<file path="config.mk">
export PLATFORM = sky130hd
export DESIGN_NAME = seg7_mmio_ctrl
export DESIGN_NICKNAME = d
export VERILOG_FILES = /design/src/rtl/seg7_pkg.sv /design/src/rtl/seg7_scan.sv /design/src/rtl/seg7_mmio_ctrl.sv
export SDC_FILE = /design/constraint.sdc
export NUM_CORES = 1
export LEC_CHECK = 0
export ABC_AREA = 1
export BUFFER_PORTS_ARGS = -buffer_cell sky130_fd_sc_hd__buf_2
export CAP_MARGIN = 20
export CORE_ASPECT_RATIO = 0.7
export CORE_MARGIN = 4
export CORE_UTILIZATION = 49
export DETAILED_ROUTE_END_ITERATION = 10
export HOLD_SLACK_MARGIN = 0.15
export PLACE_DENSITY = 0.81
export SETUP_SLACK_MARGIN = 0.2
export SYNTH_ARGS = -nofsm -noshare
export SYNTH_HDL_FRONTEND = slang
export SYNTH_SLANG_ARGS = --single-unit
</file>
<file path="constraint.sdc">
create_clock -name clk -period 2.4 [get_ports clk]
set_clock_uncertainty 0.15 [all_clocks]
set_input_delay 0.48 -clock clk [delete_from_list [all_inputs] [get_ports clk]]
set_output_delay 0.48 -clock clk [all_outputs]
set_load 0.05 [all_outputs]
</file>
<file path="src/rtl/seg7_pkg.sv">
// Shared definitions for the memory-mapped seven-segment controller: register offsets,
// CTRL field positions, bus access-size encoding, write merge and hex-to-segment decode.
package seg7_pkg;

  localparam logic [63:0] OffData = 64'h0;
  localparam logic [63:0] OffCtrl = 64'h8;

  localparam int unsigned CtrlDpLsb    = 0;
  localparam int unsigned CtrlDpW      = 16;
  localparam int unsigned CtrlEnBit    = 16;
  localparam int unsigned CtrlBlankBit = 17;
  localparam int unsigned CtrlBrtLsb   = 18;
  localparam int unsigned CtrlBrtW     = 4;
  localparam int unsigned CtrlBlinkBit = 22;

  typedef enum logic [1:0] {
    SzByte  = 2'b00,
    SzHalf  = 2'b01,
    SzWord  = 2'b10,
    SzDword = 2'b11
  } size_e;

  // Replace the low 8/16/32/64 bits of a register, keeping the rest.
  function automatic logic [63:0] merge_write(input logic [63:0] old_val,
                                              input logic [63:0] wr_val,
                                              input size_e       sz);
    logic [63:0] res;
    res = old_val;
    case (sz)
      SzByte:  res[7:0]  = wr_val[7:0];
      SzHalf:  res[15:0] = wr_val[15:0];
      SzWord:  res[31:0] = wr_val[31:0];
      default: res       = wr_val;
    endcase
    return res;
  endfunction

  // Active-high segment pattern, bit0 = a ... bit6 = g.
  function automatic logic [6:0] hex_to_seg(input logic [3:0] nib);
    logic [6:0] s;
    case (nib)
      4'h0:    s = 7'h3F;
      4'h1:    s = 7'h06;
      4'h2:    s = 7'h5B;
      4'h3:    s = 7'h4F;
      4'h4:    s = 7'h66;
      4'h5:    s = 7'h6D;
      4'h6:    s = 7'h7D;
      4'h7:    s = 7'h07;
      4'h8:    s = 7'h7F;
      4'h9:    s = 7'h6F;
      4'hA:    s = 7'h77;
      4'hB:    s = 7'h7C;
      4'hC:    s = 7'h39;
      4'hD:    s = 7'h5E;
      4'hE:    s = 7'h79;
      default: s = 7'h71;
    endcase
    return s;
  endfunction

endpackage

</file>
<file path="src/rtl/seg7_scan.sv">
// Scan timing for the seven-segment controller: slot divider, digit index, PWM window and
// blink phase. The blink counter exists only when SEG7_BLINK_EN is defined.
module seg7_scan
  import seg7_pkg::*;
#(
  parameter int unsigned DIGITS    = 4,
  parameter int unsigned SCAN_DIV  = 1024,
  parameter int unsigned BLINK_DIV = 2**23,
  localparam int unsigned IdxW     = (DIGITS > 1) ? $clog2(DIGITS) : 1
) (
  input  logic                clk_i,
  input  logic                rst_ni,
  input  logic [CtrlBrtW-1:0] bright_i,
  output logic [IdxW-1:0]     idx_o,
  output logic                pwm_on_o,
  output logic                blink_phase_o
);

  localparam int unsigned DivW = $clog2(SCAN_DIV);
  localparam int unsigned Step = SCAN_DIV / 16;
  localparam logic [DivW-1:0] DivMax = DivW'(SCAN_DIV - 1);
  localparam logic [IdxW-1:0] IdxMax = IdxW'(DIGITS - 1);

  if (DIGITS < 1 || DIGITS > 16 || SCAN_DIV < 16 || (SCAN_DIV % 16) != 0 ||
      BLINK_DIV < 1) begin : g_bad_param
    $error("seg7_scan: illegal DIGITS/SCAN_DIV/BLINK_DIV");
  end

  logic [DivW-1:0] div_q, div_d;
  logic [IdxW-1:0] idx_q, idx_d;
  logic [DivW:0]   thresh;

  always_comb begin
    div_d = div_q + 1'b1;
    idx_d = idx_q;
    if (div_q == DivMax) begin
      div_d = '0;
      idx_d = (idx_q == IdxMax) ? '0 : idx_q + 1'b1;
    end
  end

  always_ff @(posedge clk_i or negedge rst_ni) begin
    if (!rst_ni) begin
      div_q <= '0;
      idx_q <= '0;
    end else begin
      div_q <= div_d;
      idx_q <= idx_d;
    end
  end

  // Lit window is (b+1)/16 of the slot, starting at the slot boundary.
  always_comb begin
    thresh   = (DivW + 1)'((32'(bright_i) + 32'd1) * Step);
    pwm_on_o = ({1'b0, div_q} < thresh);
  end

  assign idx_o = idx_q;

`ifdef SEG7_BLINK_EN
  localparam int unsigned BlkW = (BLINK_DIV > 1) ? $clog2(BLINK_DIV) : 1;
  localparam logic [BlkW-1:0] BlkMax = BlkW'(BLINK_DIV - 1);

  logic [BlkW-1:0] blk_q, blk_d;
  logic            phase_q, phase_d;

  always_comb begin
    blk_d   = blk_q + 1'b1;
    phase_d = phase_q;
    if (blk_q == BlkMax) begin
      blk_d   = '0;
      phase_d = ~phase_q;
    end
  end

  always_ff @(posedge clk_i or negedge rst_ni) begin
    if (!rst_ni) begin
      blk_q   <= '0;
      phase_q <= 1'b0;
    end else begin
      blk_q   <= blk_d;
      phase_q <= phase_d;
    end
  end

  assign blink_phase_o = phase_q;
`else
  assign blink_phase_o = 1'b0;
`endif

endmodule

</file>
<file path="src/rtl/seg7_mmio_ctrl.sv">
// Memory-mapped seven-segment display controller: DATA/CTRL registers on the data bus,
// two-stage scan pipeline to the pins. Define SEG7_BLINK_EN to build the blink feature.
module seg7_mmio_ctrl
  import seg7_pkg::*;
#(
  parameter int unsigned DIGITS         = 4,
  parameter logic [63:0] BASE_ADDR      = 64'h1024,
  parameter int unsigned SCAN_DIV       = 1024,
  parameter int unsigned BLINK_DIV      = 2**23,
  parameter bit          SEG_ACTIVE_LOW = 1'b1
) (
  input  logic              clk,
  input  logic              reset_n,
  input  logic [63:0]       daddr,
  input  logic [63:0]       wdata,
  input  logic              rw,
  input  logic [1:0]        word,
  output logic [63:0]       rdata,
  output logic [6:0]        seg7_out,
  output logic              seg7dp_out,
  output logic [DIGITS-1:0] seg7_sel
);

  localparam int unsigned IdxW = (DIGITS > 1) ? $clog2(DIGITS) : 1;
  localparam logic [63:0] DataMask =
      (DIGITS >= 16) ? '1 : ((64'd1 << (4 * DIGITS)) - 64'd1);
`ifdef SEG7_BLINK_EN
  localparam logic [63:0] CtrlMask = 64'h7F_FFFF;
`else
  localparam logic [63:0] CtrlMask = 64'h3F_FFFF;
`endif
  localparam logic [6:0]        InvSeg = {7{SEG_ACTIVE_LOW}};
  localparam logic [DIGITS-1:0] InvSel = {DIGITS{SEG_ACTIVE_LOW}};

  // ---------------------------------------------------------------------------
  // Register file and bus decode
  // ---------------------------------------------------------------------------
  logic [63:0] data_q, data_d;
  logic [63:0] ctrl_q, ctrl_d;
  logic [63:0] rdata_q, rdata_d;
  logic        hit_data, hit_ctrl;

  assign hit_data = (daddr == BASE_ADDR + OffData);
  assign hit_ctrl = (daddr == BASE_ADDR + OffCtrl);

  always_comb begin
    data_d  = data_q;
    ctrl_d  = ctrl_q;
    rdata_d = '0;
    if (rw) begin
      if (hit_data) data_d = merge_write(data_q, wdata, size_e'(word)) & DataMask;
      if (hit_ctrl) ctrl_d = merge_write(ctrl_q, wdata, size_e'(word)) & CtrlMask;
    end else begin
      if (hit_data)      rdata_d = data_q;
      else if (hit_ctrl) rdata_d = ctrl_q;
    end
  end

  always_ff @(posedge clk or negedge reset_n) begin
    if (!reset_n) begin
      data_q  <= '0;
      ctrl_q  <= '0;
      rdata_q <= '0;
    end else begin
      data_q  <= data_d;
      ctrl_q  <= ctrl_d;
      rdata_q <= rdata_d;
    end
  end

  assign rdata = rdata_q;

  // ---------------------------------------------------------------------------
  // Scan timing
  // ---------------------------------------------------------------------------
  logic [IdxW-1:0] scan_idx;
  logic            pwm_on;
  logic            blink_phase;

  seg7_scan #(
    .DIGITS    (DIGITS),
    .SCAN_DIV  (SCAN_DIV),
    .BLINK_DIV (BLINK_DIV)
  ) u_scan (
    .clk_i         (clk),
    .rst_ni        (reset_n),
    .bright_i      (ctrl_q[CtrlBrtLsb +: CtrlBrtW]),
    .idx_o         (scan_idx),
    .pwm_on_o      (pwm_on),
    .blink_phase_o (blink_phase)
  );

  // ---------------------------------------------------------------------------
  // Stage 1: pick nibble, blank and dp for the scanned digit
  // ---------------------------------------------------------------------------
  logic [DIGITS-1:0] keep;

  // keep[i] is set when digit i sits at or below the highest nonzero nibble.
  always_comb begin
    logic seen;
    seen = 1'b0;
    keep = '0;
    for (int i = int'(DIGITS) - 1; i >= 1; i--) begin
      seen    = seen | (data_q[4*i +: 4] != 4'h0);
      keep[i] = seen;
    end
    keep[0] = 1'b1;
  end

  logic [IdxW-1:0] s1_idx_q, s1_idx_d;
  logic [3:0]      s1_nib_q, s1_nib_d;
  logic            s1_lit_q, s1_lit_d;
  logic            s1_blank_q, s1_blank_d;
  logic            s1_dp_q, s1_dp_d;

  always_comb begin
    s1_idx_d   = scan_idx;
    s1_nib_d   = data_q[{scan_idx, 2'b00} +: 4];
    s1_dp_d    = ctrl_q[CtrlDpLsb + 32'(scan_idx)];
    s1_blank_d = ctrl_q[CtrlBlankBit] & ~keep[scan_idx];
    s1_lit_d   = ctrl_q[CtrlEnBit] & pwm_on & ~(ctrl_q[CtrlBlinkBit] & blink_phase);
  end

  always_ff @(posedge clk or negedge reset_n) begin
    if (!reset_n) begin
      s1_idx_q   <= '0;
      s1_nib_q   <= '0;
      s1_lit_q   <= 1'b0;
      s1_blank_q <= 1'b0;
      s1_dp_q    <= 1'b0;
    end else begin
      s1_idx_q   <= s1_idx_d;
      s1_nib_q   <= s1_nib_d;
      s1_lit_q   <= s1_lit_d;
      s1_blank_q <= s1_blank_d;
      s1_dp_q    <= s1_dp_d;
    end
  end

  // ---------------------------------------------------------------------------
  // Stage 2: decode and register the pins (reset drives them inactive at once)
  // ---------------------------------------------------------------------------
  logic [6:0]        seg_act;
  logic              dp_act;
  logic [DIGITS-1:0] sel_act;
  logic [6:0]        seg_q;
  logic              dp_q;
  logic [DIGITS-1:0] sel_q;

  always_comb begin
    seg_act = 7'h00;
    sel_act = '0;
    if (s1_lit_q && !s1_blank_q) seg_act = hex_to_seg(s1_nib_q);
    sel_act[s1_idx_q] = s1_lit_q;
    dp_act = s1_lit_q & s1_dp_q;
  end

  always_ff @(posedge clk or negedge reset_n) begin
    if (!reset_n) begin
      seg_q <= InvSeg;
      dp_q  <= SEG_ACTIVE_LOW;
      sel_q <= InvSel;
    end else begin
      seg_q <= seg_act ^ InvSeg;
      dp_q  <= dp_act ^ SEG_ACTIVE_LOW;
      sel_q <= sel_act ^ InvSel;
    end
  end

  assign seg7_out   = seg_q;
  assign seg7dp_out = dp_q;
  assign seg7_sel   = sel_q;

endmodule

</file>
==> results.toml, run 1 <==
[outcome]
status = "finished, final reports clean"

[power]
vdd_drop_max_mv = 0.377
power.total_mw = 3.27
pwr-share-clk_pct = 42.5
power_density_mw_per_mm2 = 553
p_leak_nw = 3.13
pwr-share-seq_pct = 48.0
swShare_pct = 24.3
internal_power_mw = 2.48
pwr-share-comb_pct = 9.5
p_switching_uw = 794

[layout]
drive_above_1_share_pct = 23.2
area_growth_pct = 18.3
final_util_pct = 60.2
fillers = 894
multi_input_area_mm2 = 0.00206
regArea_mm2 = 0.00234
final_nets = 905
diodes = 0
layout.cells.non_filler = 894

[setup_path]
cp-start-kind = "input pin"
critical_path_class = "in -> reg"
worstSetupEndpointType = "flip-flop"
path_cells = "buf_2, nor2_1, and2_1, nand2_1, nor2_1, nand2_1, nor2_4, buf_4, nand2_1, a21oi_1"
crit_top_cell = "nand2_1"
worst_ep_arrival_time_ns = 1.94
cp.required_ns = 2.49
critPathMaxFanout = 13
critical-path-slowest-cell = "nor2_4"
critPathMaxStageDelay_ns = 0.28

[synthesis]
synth_seq_cells = 93
ys.flop_type = "dfrtp_1"
synth.distinct_cells = 36
synth_common_cells = "nand2_1, inv_1, dfrtp_1, nor2_1, buf_4"
synth_top_family_by_area = "simple AND/OR/NAND/NOR gates"
synth_xor_area_share_pct = 1.40
synth_area_mm2 = 0.00500
syn_area_per_cell_um2 = 7.92
synthAdderAreaFrac_pct = 2.75
synth_area_leaders = "dfrtp_1, nand2_1, inv_1"
syn-instance-count = 632
yosysSeqAreaShare_pct = 46.8
yosysMostFrequentCell = "nand2_1"
synth_enable_flop_cells = 0
synth-simple-area-share_pct = 25.3
yosys_warnings = 0
post-synth-top-area-cell = "dfrtp_1"
synth.area.mux_share_pct = 0
synth_compound_area_share_pct = 8.48
synth_async_sr_flop_share_pct = 100
synth_top_area_share_pct = 40.5

[cts]
cts_buffers = 9
cts_hold_buffers = 1
clkSinkCount = 93
htree_levels = 3
post_cts_buffers = 0
cts_tree = "yes"
cts_buffer_depth = 2
clk_latency_ns = 0.35
clkTransAtPathRegs_ns = 0.06
root_buffer = "clkbuf_16"
cts_resized = 0

[global_route]
grt_pass1_wl_um = 19100
grt_overflow = 0
first_global_vias = 4120
grt-busiest-layer = "met2"
grt_util_met3_pct = 6.17
grt_start_max_net_pins = 94
antenna_found_initial = 0
grt_use_met2_pct = 31.9
use_met1_pct = 26.9
grt_usage_pct = 20.1

[sta]
setup_viol = 0
fin_crit_sh_pct = 77.3
period_needed_ns = 1.86
hold_violations = 0
slew_violations = 0
rsz0062_at_grt = "no"
fmax_ghz = 0.539
setup_slack_ns = 0.544
tns_ns = 0

[route]
antenna_left = 0
drc_errors = 0
firstDrtPassIters = 5
num_vias = 4286
drtIter0Drc = 340
wire_per_inst_um = 13.0
detail_route.wirelength_um = 11600
viasPerCell = 4.79

[placement]
portBuffers = 124
routabilityCongestion = 0.896
post-place-ws_ns = 0.236
dp.cells = 877
hpwl_um = 9060

[floorplan]
initial_core_util_pct = 50.9
core_mm2 = 0.00983
dieArea_mm2 = 0.0119
die_h_um = 92.5
die_w_um = 129
ios = 209
rows = 30

[flow_run]
cap_violations = 0

[hold_path]
hp-class = "in -> reg"
==> placed cells by master, fill, tap and decap left out, types with 9 or more instances in the layout <==
cell type | synthesis | layout
a21oi_1 | 26 | 26
buf_2 | 3 | 123
clkbuf_16 | 0 | 9
conb_1 | 1 | 42
dfrtp_1 | 81 | 81
dfstp_2 | 12 | 12
ha_1 | 11 | 11
inv_1 | 93 | 93
nand2_1 | 155 | 155
nand3_1 | 39 | 39
nor2_1 | 81 | 81
o21ai_0 | 20 | 20
==> flip-flops by register name (all words and copies together) (netlist names), 2 cells and up <==
| name | cells |
|---|---|
| ctrl_q | 22 |
| data_q | 16 |
| rdata | 22 |
| s1_idx_q | 2 |
| s1_nib_q | 4 |
| seg7_out | 7 |
| seg7_sel | 4 |
| u_scan.div_q | 10 |
| u_scan.idx_o | 2 |
==> per-layer routing <==
layer,part of all wire [%],wire length (um)
met1,44,5070
met2,46,5400
met3,8.3,962
met4,1.8,214
met5,0,0
==> worst max-delay path, delay by kind of cell <==
kind / cells / cell delay (ns)
buffers and inverters: 2 / 0.33
AOI/OAI and AO/OA: 1 / 0.22
and+or+nand+nor: 7 / 0.90
==> final timing paths <==
| kind | slack [ns] | depth (start not counted) | start | end |
|---|---|---|---|---|
| worst min-delay path | 0.19 | 3 | wdata[4] | ctrl_q[4] |
| worst max-delay path | 0.54 | 10 | daddr[61] | rdata[14] |
| max in group asynchronous | 1.15 | 3 | reset_n | seg7_sel[0] |
| min in group asynchronous | 0.57 | 3 | reset_n | ctrl_q[9] |
| worst min register to register | 0.24 | 1 | s1_dp_q | seg7dp_out |
| worst max register to register | 0.54 | 7 | ctrl_q[18] | s1_lit_q |
==> power groups by stage <==
| stage | logic [mW] | clock network (mW) | registers (mW) |
|---|---|---|---|
| floorplan | 0.239 | 0 | 1.60 |
| finish | 0.312 | 1.39 | 1.57 |
| global placement | 0.304 | 0 | 1.60 |
| global route | 0.339 | 1.49 | 1.57 |
| detailed placement | 0.310 | 0 | 1.60 |
| CTS | 0.312 | 1.41 | 1.57 |
==> through the flow <==
stage | area (um^2) | hold WS [ns]
floorplan | 5160 | 0.0344
global placement | 5620 | 0.232
detailed placement | 5620 | 0.234
CTS | 5920 | 0.189
global route | 5920 | 0.201
finish | 5920 | 0.190
==> final cells by class <==
cell class,instances,area share (%)
sequential,93,39.6
multi-input combinational,430,34.7
timing repair buffer,133,12.1
inverter,94,5.96
clock buffer,14,4.29
tap,128,2.71
clock inverter,2,0.592
==> cells by family after synthesis <==
group / count (synthesis)
other: 1
adder cells (fa/ha/maj): 11
buffers and inverters: 150
AO/OA/AOI/OAI: 73
AND/OR/NAND/NOR: 296
flip-flops: 93
XOR/XNOR: 8
Note: power is estimated with default switching activity, not from simulation.
==> inputs of run 2 (changes only) <==
--- a/config.mk
+++ b/config.mk
@@ -5,12 +5,12 @@
 export SDC_FILE = /design/constraint.sdc
 export NUM_CORES = 1
 export LEC_CHECK = 0
-export ABC_AREA = 1
+export ABC_AREA = 0
 export BUFFER_PORTS_ARGS = -buffer_cell sky130_fd_sc_hd__buf_2
 export CAP_MARGIN = 20
 export CORE_ASPECT_RATIO = 0.7
 export CORE_MARGIN = 4
-export CORE_UTILIZATION = 49
+export CORE_UTILIZATION = 47
 export DETAILED_ROUTE_END_ITERATION = 10
 export HOLD_SLACK_MARGIN = 0.15
 export PLACE_DENSITY = 0.81
==> constraint.sdc (replaced) <==
create_clock -name clk -period 1.92 [get_ports clk]
set_clock_uncertainty 0.15 [all_clocks]
set_input_delay 0.384 -clock clk [delete_from_list [all_inputs] [get_ports clk]]
set_output_delay 0.384 -clock clk [all_outputs]
set_load 0.05 [all_outputs]
==> run 2 against run 1 <==
  * Count of clock-buffer cells in the layout decreased by 5
  * Final cell count shrank 24%
  * Sequential power is 25% higher
  * Wire length grew 9.3%
  * Critical path type unchanged
  * The run now ends with setup timing left
==> results.toml, run 2 <==
[outcome]
status = "finished with violations"
violations = "setup timing"

[placement]
hpwl_um = 8460
dp.cells = 629
portBuffers = 124
dpl_cell_area_mm2 = 0.00538
post-place-ws_ns = -0.550
routabilityCongestion = 1.03

[synthesis]
synth_area_mm2 = 0.00449
synth.distinct_cells = 44
syn_area_per_cell_um2 = 12.1
yosysMostFrequentCell = "dfrtp_1"
synth_common_cells = "dfrtp_1, buf_4, mux2_2"
synth_area_leaders = "dfrtp_1, mux2_2, dfstp_2"
yosysSeqAreaShare_pct = 52.2
synth_seq_cells = 93
yosys_warnings = 0
ys.flop_type = "dfrtp_1"
synth_async_sr_flop_share_pct = 100
synth_top_area_share_pct = 45.2
synth_enable_flop_cells = 0
syn-instance-count = 371
post-synth-top-area-cell = "dfrtp_1"

[floorplan]
core_mm2 = 0.00918
die_h_um = 89.7
ios = 209
dieArea_mm2 = 0.0112
die_w_um = 125
rows = 29
initial_core_util_pct = 48.9

[power]
p_leak_nw = 3.00
power_density_mw_per_mm2 = 679
power.total_mw = 4.27
vdd_drop_max_mv = 0.425

[sta]
setup_slack_ns = -0.156
slew_violations = 0
rsz0062_at_grt = "yes"
setup_viol = 59
hold_violations = 0
fmax_ghz = 0.482
whs_ns = 0.166
period_needed_ns = 2.08
fin_crit_sh_pct = 108

[layout]
final_common_cell = "buf_2"
layout.cells.non_filler = 677
drive_above_1_share_pct = 49.7
area_growth_pct = 40.1
fillers = 636
final_cell_mix = "buf_2, dfrtp_1, conb_1, mux2_2, buf_4"
final_nets = 692
design_area_mm2 = 0.00628
diodes = 0

[route]
detail_route.wirelength_um = 12700
drtIter0Drc = 189
wire_per_inst_um = 18.8
num_vias = 3608
viasPerCell = 5.33
antenna_left = 0
drc_errors = 0
firstDrtPassIters = 4

[global_route]
grt_usage_pct = 22.0
grt_overflow = 0
grt_start_max_net_pins = 36
first_global_vias = 3846
grt_pass1_wl_um = 19600
antenna_found_initial = 0

[setup_path]
critical-path-slowest-cell = "or4_4"
worst_ep_arrival_time_ns = 2.18
cp.required_ns = 2.03
startpoint = "daddr[39]"
critPathMaxFanout = 6
critPathMaxStageDelay_ns = 0.59
path_cells = "buf_6, nor4_4, buf_4, nand4_1, or3_4, or4_4, nor2_1"
r2r-start = "ctrl_q[19]"
critical_path_class = "in -> reg"
worstSetupEndpointType = "flip-flop"
cp-start-kind = "input pin"

[cts]
cts_buffer_depth = 2
cts_buffers = 9
clkTransAtPathRegs_ns = 0.07
clkSinkCount = 93
cts_tree = "yes"
root_buffer = "clkbuf_16"
htree_levels = 3
clk_latency_ns = 0.34

[hold_path]
hp-class = "in -> reg"
hp-start = "wdata[13]"

[flow_run]
cap_violations = 0
[run 2: layer usage]
metal	global-route usage, %	routed length, um
met1	24.8	4720
met2	40.6	6630
met3	5.57	870
met4	7.48	506
met5	0	0
[run 2: path summary, 6_finish.rpt]
check / cells after the start / slack (ns) / endpoint
min reg2reg: 1 / 0.22 / seg7dp_out
max in group asynchronous: 3 / 0.75 / rdata[6]
min in group asynchronous: 2 / 0.37 / s1_lit_q
min: 2 / 0.17 / data_q[13]
max: 7 / -0.16 / rdata[15]
max reg2reg: 8 / 0.14 / s1_lit_q
[run 2: cell type report]
cell class                      count  area (um^2)  area share, %
Clock inverter                      7         81.3           1.29
Multi-Input combinational cell    259         2290           36.5
Tap cell                          124          155           2.47
Sequential cell                    93         2340           37.3
Clock buffer                        9          225           3.58
Timing Repair Buffer              173         1140           18.2
Inverter                           12         45.0          0.717
[run 2: power by group]
group,switching (mW),total [mW],internal (mW)
Combinational,0.337,0.493,0.156
Clock,0.786,1.81,1.03
Sequential,0,1.96,1.96
[run 2: kinds of logic after synthesis]
| family | Yosys count | share of synthesized area, % |
|---|---|---|
| AND/OR/NAND/NOR | 110 | 14.0 |
| flip-flops | 93 | 52.2 |
| multiplexers | 63 | 16.6 |
| buffers and inverters | 63 | 8.84 |
| AO/OA/AOI/OAI | 21 | 3.49 |
| adder cells (fa/ha/maj) | 11 | 3.07 |
| XOR/XNOR | 9 | 1.76 |
| other | 1 | 0.0836 |
[run 2: timing repair]
action                                 4_1_cts  5_1_grt
pin swaps                                    9       14
hold buffers                                20        1
setup endpoints to repair                   68       64
cloned                                       2        1
setup buffers                                4        4
gates resized for setup                     37       27
endpoints found under the hold margin       53        1
[run 2: worst max-delay path, delay by kind of cell]
kind / cells / cell delay, ns
buffers and inverters: 2 / 0.26
and+or+nand+nor: 5 / 1.53
[run 2: stage by stage]
stage	TNS [ns]	util, %
floorplan	-8.40	-
global placement	-25.55	58.6
detailed placement	-26.57	58.6
CTS	-0.561	66.6
global route	-6.77	68.4
finish	-3.89	68.4
==> inputs of run 3 (changes only) <==
--- a/config.mk
+++ b/config.mk
@@ -5,15 +5,15 @@
 export SDC_FILE = /design/constraint.sdc
 export NUM_CORES = 1
 export LEC_CHECK = 0
-export ABC_AREA = 0
-export BUFFER_PORTS_ARGS = -buffer_cell sky130_fd_sc_hd__buf_2
+export ABC_AREA = 1
 export CAP_MARGIN = 20
 export CORE_ASPECT_RATIO = 0.7
 export CORE_MARGIN = 4
-export CORE_UTILIZATION = 47
+export CORE_UTILIZATION = 25
 export DETAILED_ROUTE_END_ITERATION = 10
+export DONT_BUFFER_PORTS = 1
 export HOLD_SLACK_MARGIN = 0.15
-export PLACE_DENSITY = 0.81
+export PLACE_DENSITY = 0.38
 export SETUP_SLACK_MARGIN = 0.2
 export SYNTH_ARGS = -nofsm -noshare
 export SYNTH_HDL_FRONTEND = slang
==> run 3 against run 2 <==
  * The run ends with hold timing left
  * Flip-flop and latch count did not move
  * Sequential share of layout area rose by 3.0 points
  * Utilization fell by 38 points
  * Final cell count rose by 38%
  * Critical endpoint is now s1_lit_q
==> results.toml, run 3 (synthesis results as in run 1) <==
[sta]
whs_ns = -0.420
rsz0062_at_grt = "yes"
tns_ns = 0
hold_violations = 93
fin_crit_sh_pct = 87.5
slew-limit-headroom_pct = 52.7
worstMarginPinSlew_ns = 0.708
slew_violations = 0
period_needed_ns = 1.68
setup_viol = 0
fmax_ghz = 0.595

[layout]
final_nets = 808
design_area_mm2 = 0.00581
multi_input_area_mm2 = 0.00212
drive_above_1_share_pct = 10.9
fillers = 2081
final_cell_mix = "nand2_1, inv_1, dfrtp_1, nor2_1, conb_1"
final_common_cell = "nand2_1"
regArea_mm2 = 0.00234
area_growth_pct = 16.2

[floorplan]
rows = 42
dieArea_mm2 = 0.0224
die_w_um = 177
initial_core_util_pct = 25.9
die_h_um = 126
ios = 209
core_mm2 = 0.0193

[route]
antenna_left = 0
drc_errors = 0
viasPerCell = 4.10
detail_route.wirelength_um = 12200
wire_per_inst_um = 13.1
drtIter0Drc = 242
num_vias = 3834
firstDrtPassIters = 5

[setup_path]
cp.required_ns = 2.03
worst_ep_arrival_time_ns = 1.79
r2r-start = "ctrl_q[19]"
cp_top_family = "adder cells"
cp-start-kind = "flip-flop"
path_cells = "ha_4, xnor2_2, ha_1, a21boi_1, o21ai_1, nand2_1, a21boi_2"
rr_endpoint = "s1_lit_q"
ff2ff_setup_slack_ns = 0.24
critical_path_class = "reg -> reg"
cp_num_buf_inv = 0
reg2reg_depth = 7
critical-path-slowest-cell = "dfrtp_1"
critPathMaxFanout = 2
worstSetupEndpointType = "flip-flop"
critPathMaxStageDelay_ns = 0.41

[power]
vdd_drop_max_mv = 0.368
power_density_mw_per_mm2 = 701
p_leak_nw = 2.76

[global_route]
grt_pass1_wl_um = 19300
antenna_found_initial = 2
first_global_vias = 3700
grt_start_max_net_pins = 94
grt_overflow = 0
grt_usage_pct = 10.8

[cts]
root_buffer = "clkbuf_16"
clkSinkCount = 93
cts_buffer_depth = 2
clkTransAtPathRegs_ns = 0.07
cts_tree = "yes"
cts_hold_buffers = 23
cts_buffers = 9
htree_levels = 3
clk_latency_ns = 0.34

[outcome]
violations = "hold timing"
status = "finished with violations"

[placement]
routabilityCongestion = 0.761
hpwl_um = 9200
portBuffers = 0
dpl_cell_area_mm2 = 0.00519

[flow_run]
cap_violations = 0

[hold_path]
hp-class = "in -> async"
run 3: layer usage:
| metal | track usage [%] | vias up | wire length [um] | part of all wire (%) |
|---|---|---|---|---|
| li1 | - | 1934 | - | - |
| met1 | 15.1 | 1785 | 5970 | 49 |
| met2 | 16.6 | 107 | 5420 | 44 |
| met3 | 3.30 | 8 | 739 | 6.0 |
| met4 | 2.18 | 0 | 91 | 0.74 |
| met5 | 0 | - | 0 | 0 |
run 3: stage by stage:
| stage | hold WS, ns | util [%] | total power [mW] | worst slack [ns] | cells |
|---|---|---|---|---|---|
| 6_report | -0.420 | 30.1 | 4.07 | 0.240 | 935 |
| 2_1_floorplan | -0.0616 | - | 2.30 | 0.264 | 673 |
| 4_1_cts | -0.432 | 29.9 | 4.14 | 0.204 | 932 |
| 3_5_place_dp | -0.0588 | 26.9 | 2.23 | 0.0184 | 892 |
| 3_3_place_gp | -0.0590 | 26.9 | 2.23 | 0.0437 | 892 |
| 5_1_grt | -0.443 | 30.1 | 4.25 | 0.167 | 935 |
run 3: cell type report:
type                    instances  share of cell area [%]
diodes                          2                  0.0861
clock buffers                  10                    4.11
clock inverters                 6                    1.18
inverters                      94                    6.07
multi-input cells             430                    36.4
flip-flops and latches         93                    40.3
well taps                     264                    5.68
repair buffers                 36                    6.13
run 3: power by group:
part           switching, mW  total, mW  leakage [nW]  internal, mW
Sequential                 0       1.96          1.24          1.96
Clock                  0.772       1.83         0.149          1.05
Combinational          0.236      0.289          1.36        0.0527
run 3: what timing repair did:
| action | 4_1_cts | 5_1_grt |
|---|---|---|
| buffers inserted | 1 | 1 |
| hold endpoints to repair | 147 | 93 |
| pin swaps | 7 | 8 |
| endpoints found under the setup margin | 1 | 6 |
| resized for setup | 11 | 7 |
run 3: worst max path at each step:
stage	cells after the start	to	slack, ns	from
after floorplan	10	data_q[6]	0.26	daddr[47]
after CTS	7	s1_lit_q	0.20	ctrl_q[19]
final	7	s1_lit_q	0.24	ctrl_q[19]
after global placement	8	data_q[1]	0.04	daddr[47]
after global routing	7	s1_lit_q	0.17	ctrl_q[18]
after detailed placement	8	data_q[0]	0.02	daddr[47]
